File: config.mk
export PLATFORM = sky130hd
export DESIGN_NAME = mult_seq
export DESIGN_NICKNAME = d
export VERILOG_FILES = /design/src/rtl/mult_seq.sv
export SDC_FILE = /design/constraint.sdc
export NUM_CORES = 1
export LEC_CHECK = 0
export ABC_AREA = 1
export ABC_CLOCK_PERIOD_IN_PS = 4700
export BUFFER_PORTS_ARGS = -buffer_cell sky130_fd_sc_hd__buf_2
export CAP_MARGIN = 20
export CORE_ASPECT_RATIO = 1.2
export CORE_MARGIN = 3
export CORE_UTILIZATION = 39
export DETAILED_ROUTE_END_ITERATION = 8
export PLACE_DENSITY = 0.6
export RECOVER_POWER = 50
export SLEW_MARGIN = 20
export SYNTH_ARGS = -nofsm -noshare
export SYNTH_HDL_FRONTEND = slang
export SYNTH_SLANG_ARGS = --single-unit
export TNS_END_PERCENT = 1
File: constraint.sdc
create_clock -name clk -period 4.7 [get_ports clk]
set_input_delay 0.47 -clock clk [delete_from_list [all_inputs] [get_ports clk]]
set_output_delay 0.47 -clock clk [all_outputs]
set_load 0.05 [all_outputs]
File: src/rtl/mult_seq.sv
// mult_seq: multi-cycle multiply / shift sequencer beside the control unit.
// Radix-2 shift-add multiply (MULU/MULS) and one-bit-per-cycle shifts (SHL/SAR).
module mult_seq #(
   parameter int WIDTH = 16
) (
   input  logic             clk,
   input  logic             reset,
   input  logic             start,
   input  logic [1:0]       op,
   input  logic [WIDTH-1:0] operand_a,
   input  logic [WIDTH-1:0] operand_b,
   output logic             busy,
   output logic             done,
   output logic [WIDTH-1:0] result_lo,
   output logic [WIDTH-1:0] result_hi
);

   localparam int W2 = 2 * WIDTH;
   localparam int CW = $clog2(WIDTH + 1);
   localparam logic [4:0] MAX_SH = 5'(WIDTH);

   typedef enum logic [2:0] {
      S_IDLE,
      S_MUL,
      S_FIX,
      S_SHIFT,
      S_DONE
   } state_t;

   state_t          state, state_n;
   logic [1:0]      op_q, op_n;
   logic [CW-1:0]   cnt, cnt_n;
   logic [W2-1:0]   mcand, mcand_n;
   logic [WIDTH-1:0] mplier, mplier_n;
   logic [W2-1:0]   acc, acc_n;
   logic            neg, neg_n;
   logic [WIDTH-1:0] lo_n, hi_n;

   logic [WIDTH-1:0] a_mag, b_mag;
   logic [CW-1:0]   amt;
   logic [W2-1:0]   fix_val, sh_val;

   assign a_mag = operand_a[WIDTH-1] ? -operand_a : operand_a;
   assign b_mag = operand_b[WIDTH-1] ? -operand_b : operand_b;
   assign amt = (operand_b[4:0] > MAX_SH) ? CW'(WIDTH) : CW'(operand_b[4:0]);
   assign fix_val = neg ? -acc : acc;
   // op_q[0] distinguishes SAR (sign-fill within the low half) from SHL
   assign sh_val = op_q[0] ? {{WIDTH{1'b0}}, acc[WIDTH-1], acc[WIDTH-1:1]}
                           : {acc[W2-2:0], 1'b0};

   assign busy = (state != S_IDLE);
   assign done = (state == S_DONE);

   always_ff @(posedge clk) begin
      if (reset) begin
         state     <= S_IDLE;
         op_q      <= '0;
         cnt       <= '0;
         mcand     <= '0;
         mplier    <= '0;
         acc       <= '0;
         neg       <= 1'b0;
         result_lo <= '0;
         result_hi <= '0;
      end else begin
         state     <= state_n;
         op_q      <= op_n;
         cnt       <= cnt_n;
         mcand     <= mcand_n;
         mplier    <= mplier_n;
         acc       <= acc_n;
         neg       <= neg_n;
         result_lo <= lo_n;
         result_hi <= hi_n;
      end
   end

   always_comb begin
      state_n  = state;
      op_n     = op_q;
      cnt_n    = cnt;
      mcand_n  = mcand;
      mplier_n = mplier;
      acc_n    = acc;
      neg_n    = neg;
      lo_n     = result_lo;
      hi_n     = result_hi;
      unique case (state)
         S_IDLE: begin
            if (start) begin
               op_n     = op;
               cnt_n    = '0;
               acc_n    = '0;
               neg_n    = 1'b0;
               mcand_n  = {{WIDTH{1'b0}}, operand_a};
               mplier_n = operand_b;
               if (!op[1]) begin
                  if (op[0]) begin
                     mcand_n  = {{WIDTH{1'b0}}, a_mag};
                     mplier_n = b_mag;
                     neg_n    = operand_a[WIDTH-1] ^ operand_b[WIDTH-1];
                  end
                  state_n = S_MUL;
               end else begin
                  acc_n = {{WIDTH{1'b0}}, operand_a};
                  cnt_n = amt;
                  if (amt == '0) begin
                     lo_n    = operand_a;
                     hi_n    = '0;
                     state_n = S_DONE;
                  end else begin
                     state_n = S_SHIFT;
                  end
               end
            end
         end
         S_MUL: begin
            if (mplier[0]) acc_n = acc + mcand;
            mplier_n = mplier >> 1;
            mcand_n  = mcand << 1;
            cnt_n    = cnt + CW'(1);
            if (cnt == CW'(WIDTH - 1)) state_n = S_FIX;
         end
         S_FIX: begin
            acc_n        = fix_val;
            {hi_n, lo_n} = fix_val;
            state_n      = S_DONE;
         end
         S_SHIFT: begin
            acc_n = sh_val;
            cnt_n = cnt - CW'(1);
            if (cnt == CW'(1)) begin
               {hi_n, lo_n} = sh_val;
               state_n      = S_DONE;
            end
         end
         S_DONE: state_n = S_IDLE;
         default: state_n = S_IDLE;
      endcase
   end

endmodule
-- After elaboration in Yosys (flattened, before gate mapping)
Cells that the tools add are included.
- $add $sub $neg: 6
- $lt $le $gt $ge: 1
- eq/ne operators: 12
- multiplexer cells: 38
- bitwise logic cells: 1
- reductions and logical operators: 13
- operators by type and width (cell ; count):
    16-bit 2-to-1 mux ; 16
    32-bit 2-to-1 mux ; 5
    32-bit case mux with 4 select lines ; 1
    16-bit case mux with 3 select lines ; 2
    32-bit case mux with 2 select lines ; 1
    32-bit adder ; 1
    16-bit negation ; 2
    32-bit negation ; 1
    16-bit case mux with 2 select lines ; 1
    3-bit 2-to-1 mux ; 5
    5-bit 2-to-1 mux ; 3
    5-bit case mux with 3 select lines ; 1
    2-bit inequality test (second input constant) ; 6
    3-bit case mux with 4 select lines ; 1
    3-bit nonzero test ; 3
    3-bit by 2-bit == test with 1-bit output (second input constant) ; 2
    2-bit AND reduction ; 3
    3-bit AND reduction ; 2
    5-bit by 1-bit adder with 5-bit output (second input constant) ; 1
    5-bit by 1-bit == test with 1-bit output (second input constant) ; 1
    5-bit by 4-bit == test with 1-bit output (second input constant) ; 1
    5-bit > comparator (second input constant) ; 1
    5-bit zero test ; 1
    5-bit AND reduction ; 1
    8 further kinds ; 9
- flip-flop bits (word level): 122
- input port bits: 37
- output and inout bits: 34

-- Longest topological paths before layout
- depth after elaboration: 7
- mapped depth: 15
- mapped depth without buffers: 15

-- Worst setup path after synthesis
OpenSTA, ideal clock, no wires.
- path type: in2reg
- start: input port operand_b[0]
- end: register result_lo[9]
- library setup time: 117 ps
- data arrival time: 2011 ps
- slack: 2572 ps
- stages on the path: 13
- path buffers: 1
- cells stage by stage: inv_1 > ha_1 > nand3_1 > ha_1 > inv_1 > nand4_1 > inv_1 > a21oi_1 > nor2_8 > buf_4 > o21ai_0 > o221ai_1 > inv_1
- word-level cells in the longest chain between the ends: 5
- ends and longest elaborated chain (item ; RTL line ; text):
    start: declaration ; 11 ; input logic [WIDTH-1:0] operand_b,
    5-bit > comparator ; 45 ; assign amt = (operand_b[4:0] > MAX_SH) ? CW'(WIDTH) : CW'(operand_b[4:0]);
    5-bit 2-to-1 mux * ; 45 ;
    5-bit zero test * ; 107 ; if (amt == '0) begin
    2-bit inequality test (no source line) * ; n/a ;
    5-bit AND reduction (no source line) * ; n/a ;
    end signal: assignment ; 73 ; result_lo <= lo_n;
    end: declaration ; 14 ; output logic [WIDTH-1:0] result_lo,
Every way passes the cells marked *; elsewhere a longest branch is shown, timed or not.
A chain may end at the register's enable or synchronous reset.

-- Final worst setup path
- start: register state[1]
- end: register mcand[15]
- word-level cells in the longest chain between the ends: 3
- elaborated cells between the ends (all ways): 6
- those cells by class: eq/ne: 2; mux: 1; reduce/logical: 3
- ends and longest elaborated chain (item ; RTL line ; text):
    start: declaration ; 30 ; state_t state, state_n;
    start signal: assignment ; 66 ; state <= state_n;
    3-bit by 1-bit == test with 1-bit output / 3-bit zero test (equally long branches) ; 88 ; unique case (state)
    2-bit nonzero test (no source line) / 2-bit inequality test (equally long branches) ; n/a ;
    2-bit AND reduction (no source line) ; n/a ;
    end signal: assignment ; 69 ; mcand <= mcand_n;
    end: declaration ; 33 ; logic [W2-1:0] mcand, mcand_n;
Parallel ways exist; a longest one is shown, timed or not.

==> reports/metrics.cfg <==
[status]
outcome = complete, but fails checks
violations = max-capacitance violations, max-slew violations

[yosys]
yosysMostFrequentCell = nand2_1
synth_cell_type_count = 47
synth_top_cell_by_area = dfxtp_1
synth.area.top_cells = dfxtp_1, nand2_1, inv_1
syn_nets = 1729
synth_async_sr_flop_share_pct = 0
ys_seq_area_share_pct = 25.49
synth_seq_cells = 122
synth_edf_count = 0
synth_top_cells_by_count = nand2_1, inv_1, a21oi_1
yosysTopAreaCellShare_pct = 25.49
syn_area_um2 = 9580
avgSynthCellArea_um2 = 5.799
syn-instance-count = 1652
ys_warn_count = 0
synthFlopType = dfxtp_1

[place]
dp_cells = 1990
io_buffer_count = 70
gp_congestion = 0.9136
hpwl_mm = 24.50

[cells_and_area]
final_util_pct = 44.34
instances_no_fill = 2022
insertedDiodeCount = 0
syn_to_final_growth_pct = 11.31
seq_area_um2 = 2442
multi_input_area_um2 = 5956
nFillCells = 2677
nets = 1766
layout-drive-gt1-share_pct = 6.169

[detailed_routing]
first_pass_iters = 5
num_vias = 10700
drt_iter0_markers = 723
avgViaCountPerCell = 5.292
drcViolationCount = 0
route.antenna.remaining_nets = 0
wl_per_cell_um = 16.13
drt_wl_total_mm = 32.61

[global_routing]
track_usage_pct = 24.52
grt_max_degree = 81
grt_overflow_total = 0
antenna_found_initial = 0
grt_pass1_wl_mm = 51.55
grt_pass1_vias = 9956

[power]
finalPower_mw = 6.285
peakVddDrop_uv = 308.4
p_clk_share_pct = 20.9
p_int_mw = 2.985
share_comb_of_total_power_pct = 53.6
p_switching_mw = 3.300
leakagePower_nw = 5.194
pwr-share-seq_pct = 25.6
swShare_pct = 52.50
p_per_area_nw_per_um2 = 589.4

[sta]
tns_ns = 0
maxSlewHeadroom_pct = -14.84
tightest_slew_ns = 1.723
slew_violations = 114
period_needed_ns = 3.567
rsz0062_at_grt = no
clock_skew_ns = 0.009935
period_share_pct = 75.90
setup_viol = 0
fmax_ghz = 0.2803
finalHoldViolations = 0

[worst_setup_path]
ff2ff_setup_slack_ns = 1.13
crit_arrival_ns = 3.92
critPathKind = reg -> reg
cp.required_ns = 5.05
r2r_start = state[1]$_SDFFE_PP0P_
setup.worst_path.start = state[1]$_SDFFE_PP0P_
startpoint_type = flop
endpoint_kind = flop
rr_worst_depth = 8
crit_fanout = 29
critPathCapture = mcand[15]$_SDFFE_PP0P_
reg2reg_to = mcand[15]$_SDFFE_PP0P_

[clock_tree]
holdBufCountCts = 0
insertion_delay_ns = 0.43
cts-buffers-inserted = 17
clk_pin_slew_ns = 0.06
cts_tree = yes
cts_resized = 0
cts_root_buf = clkbuf_16
postCtsSetupBuffers = 0
cts_buffer_depth = 2
clock-sinks = 122
h-tree-depth = 4

[floorplan]
start_util_pct = 39.84
die_x_um = 149.1
dieHeight_um = 177.7
num_rows = 62
dieArea_um2 = 26490
core_um2 = 24050
ioPinCount = 71

[flow_run]
drv_cap = 2

[min_path]
worst_hold_path_type = in -> reg

-- per-layer routing --
layer  track usage [%]  vias up  wire length, µm
met4             12.06        0             1510
met1             28.78     4861            13610
met3             3.091       83             1403
li1                  -     5451                -
met5                 0        -                0
met2             43.80      305            16090
-- cell families (layout without fill, tap and decap cells) --
group | count (synthesis) | count (layout) | share of synthesized area (%)
AOI/OAI and AO/OA | 343 | 343 | 19.84
DFF | 122 | 122 | 25.49
adders and majority gates | 40 | 40 | 5.302
and+or+nand+nor | 833 | 833 | 36.58
buffers and inverters | 311 | 361 | 12.51
xor gates and xnor gates | 3 | 3 | 0.2743
-- final cells by class --
cell class	instances	area share, %
clock inverter	11	1.056
inverter	251	8.835
tap	320	3.755
sequential	122	22.90
timing repair buffer	78	3.285
multi-input combinational	1219	55.85
clock buffer	21	4.318
-- per-stage QoR --
| step | instance area [µm²] | setup WS [ns] | hold slack [ns] |
|---|---|---|---|
| CTS | 10730 | 1.951 | 0.3438 |
| floorplan | 9580 | 2.572 | 0.4445 |
| global placement | 10160 | 1.872 | 0.4541 |
| finish | 10660 | 1.133 | 0.3570 |
| global route | 10660 | 0.8625 | 0.3758 |
| detailed placement | 10160 | 1.762 | 0.4588 |
-- flip-flops by register name, indices dropped and copies added, names as in the netlist --
register,cells
acc,32
cnt,5
mcand,32
mplier,16
neg,1
op_q,1
result_hi,16
result_lo,16
state,3
-- worst min-delay path by stage --
stage                            start                 endpoint  slack, ns  cells past startpoint
6_report                  operand_a[0]    mcand[0]$_SDFFE_PP0P_       0.36                      3
5_1_grt                   operand_a[0]    mcand[0]$_SDFFE_PP0P_       0.38                      3
4_1_cts                   operand_a[0]    mcand[0]$_SDFFE_PP0P_       0.34                      3
3_5_place_dp   mplier[15]$_SDFFE_PP0P_  mplier[15]$_SDFFE_PP0P_       0.46                      2
3_3_place_gp   mplier[15]$_SDFFE_PP0P_  mplier[15]$_SDFFE_PP0P_       0.45                      2
2_1_floorplan  mplier[15]$_SDFFE_PP0P_  mplier[15]$_SDFFE_PP0P_       0.44                      2
-- layout by cell type (no fill, tap or decap), types with 3 or more instances in the layout --
cell,n
o21ai_0,102
o31ai_1,4
nor2_1,119
nand3b_1,11
o211ai_1,27
nor2_4,4
dfxtp_1,122
ha_1,39
a31oi_1,32
inv_1,244
nand4_1,10
clkbuf_1,40
clkbuf_16,17
inv_2,6
or2_2,13
nand3_1,140
buf_4,3
a21oi_1,155
nor3_1,14
nor2_2,4
clkinv_4,4
and2_1,3
o221ai_1,6
inv_6,4
buf_2,36
nand2_1,505
-- power by group through the flow --
stage | sequential [mW] | combinational [mW] | clock [mW]
finish | 1.61 | 3.37 | 1.31
CTS | 1.60 | 3.40 | 1.32
global placement | 1.63 | 3.34 | 0
detailed placement | 1.62 | 3.39 | 0
global route | 1.64 | 3.76 | 1.36
floorplan | 1.87 | 2.26 | 0
-- critical path, stage by stage (launching register included) --
cell	delay, ns
dfxtp_1	0.41
inv_1	0.13
nand3_1	0.10
clkbuf_1	0.76
inv_1	0.68
nor2_4	0.74
buf_4	0.40
nand2_1	0.09
a31oi_1	0.15
No activity file was read; power rests on OpenSTA's default activity.
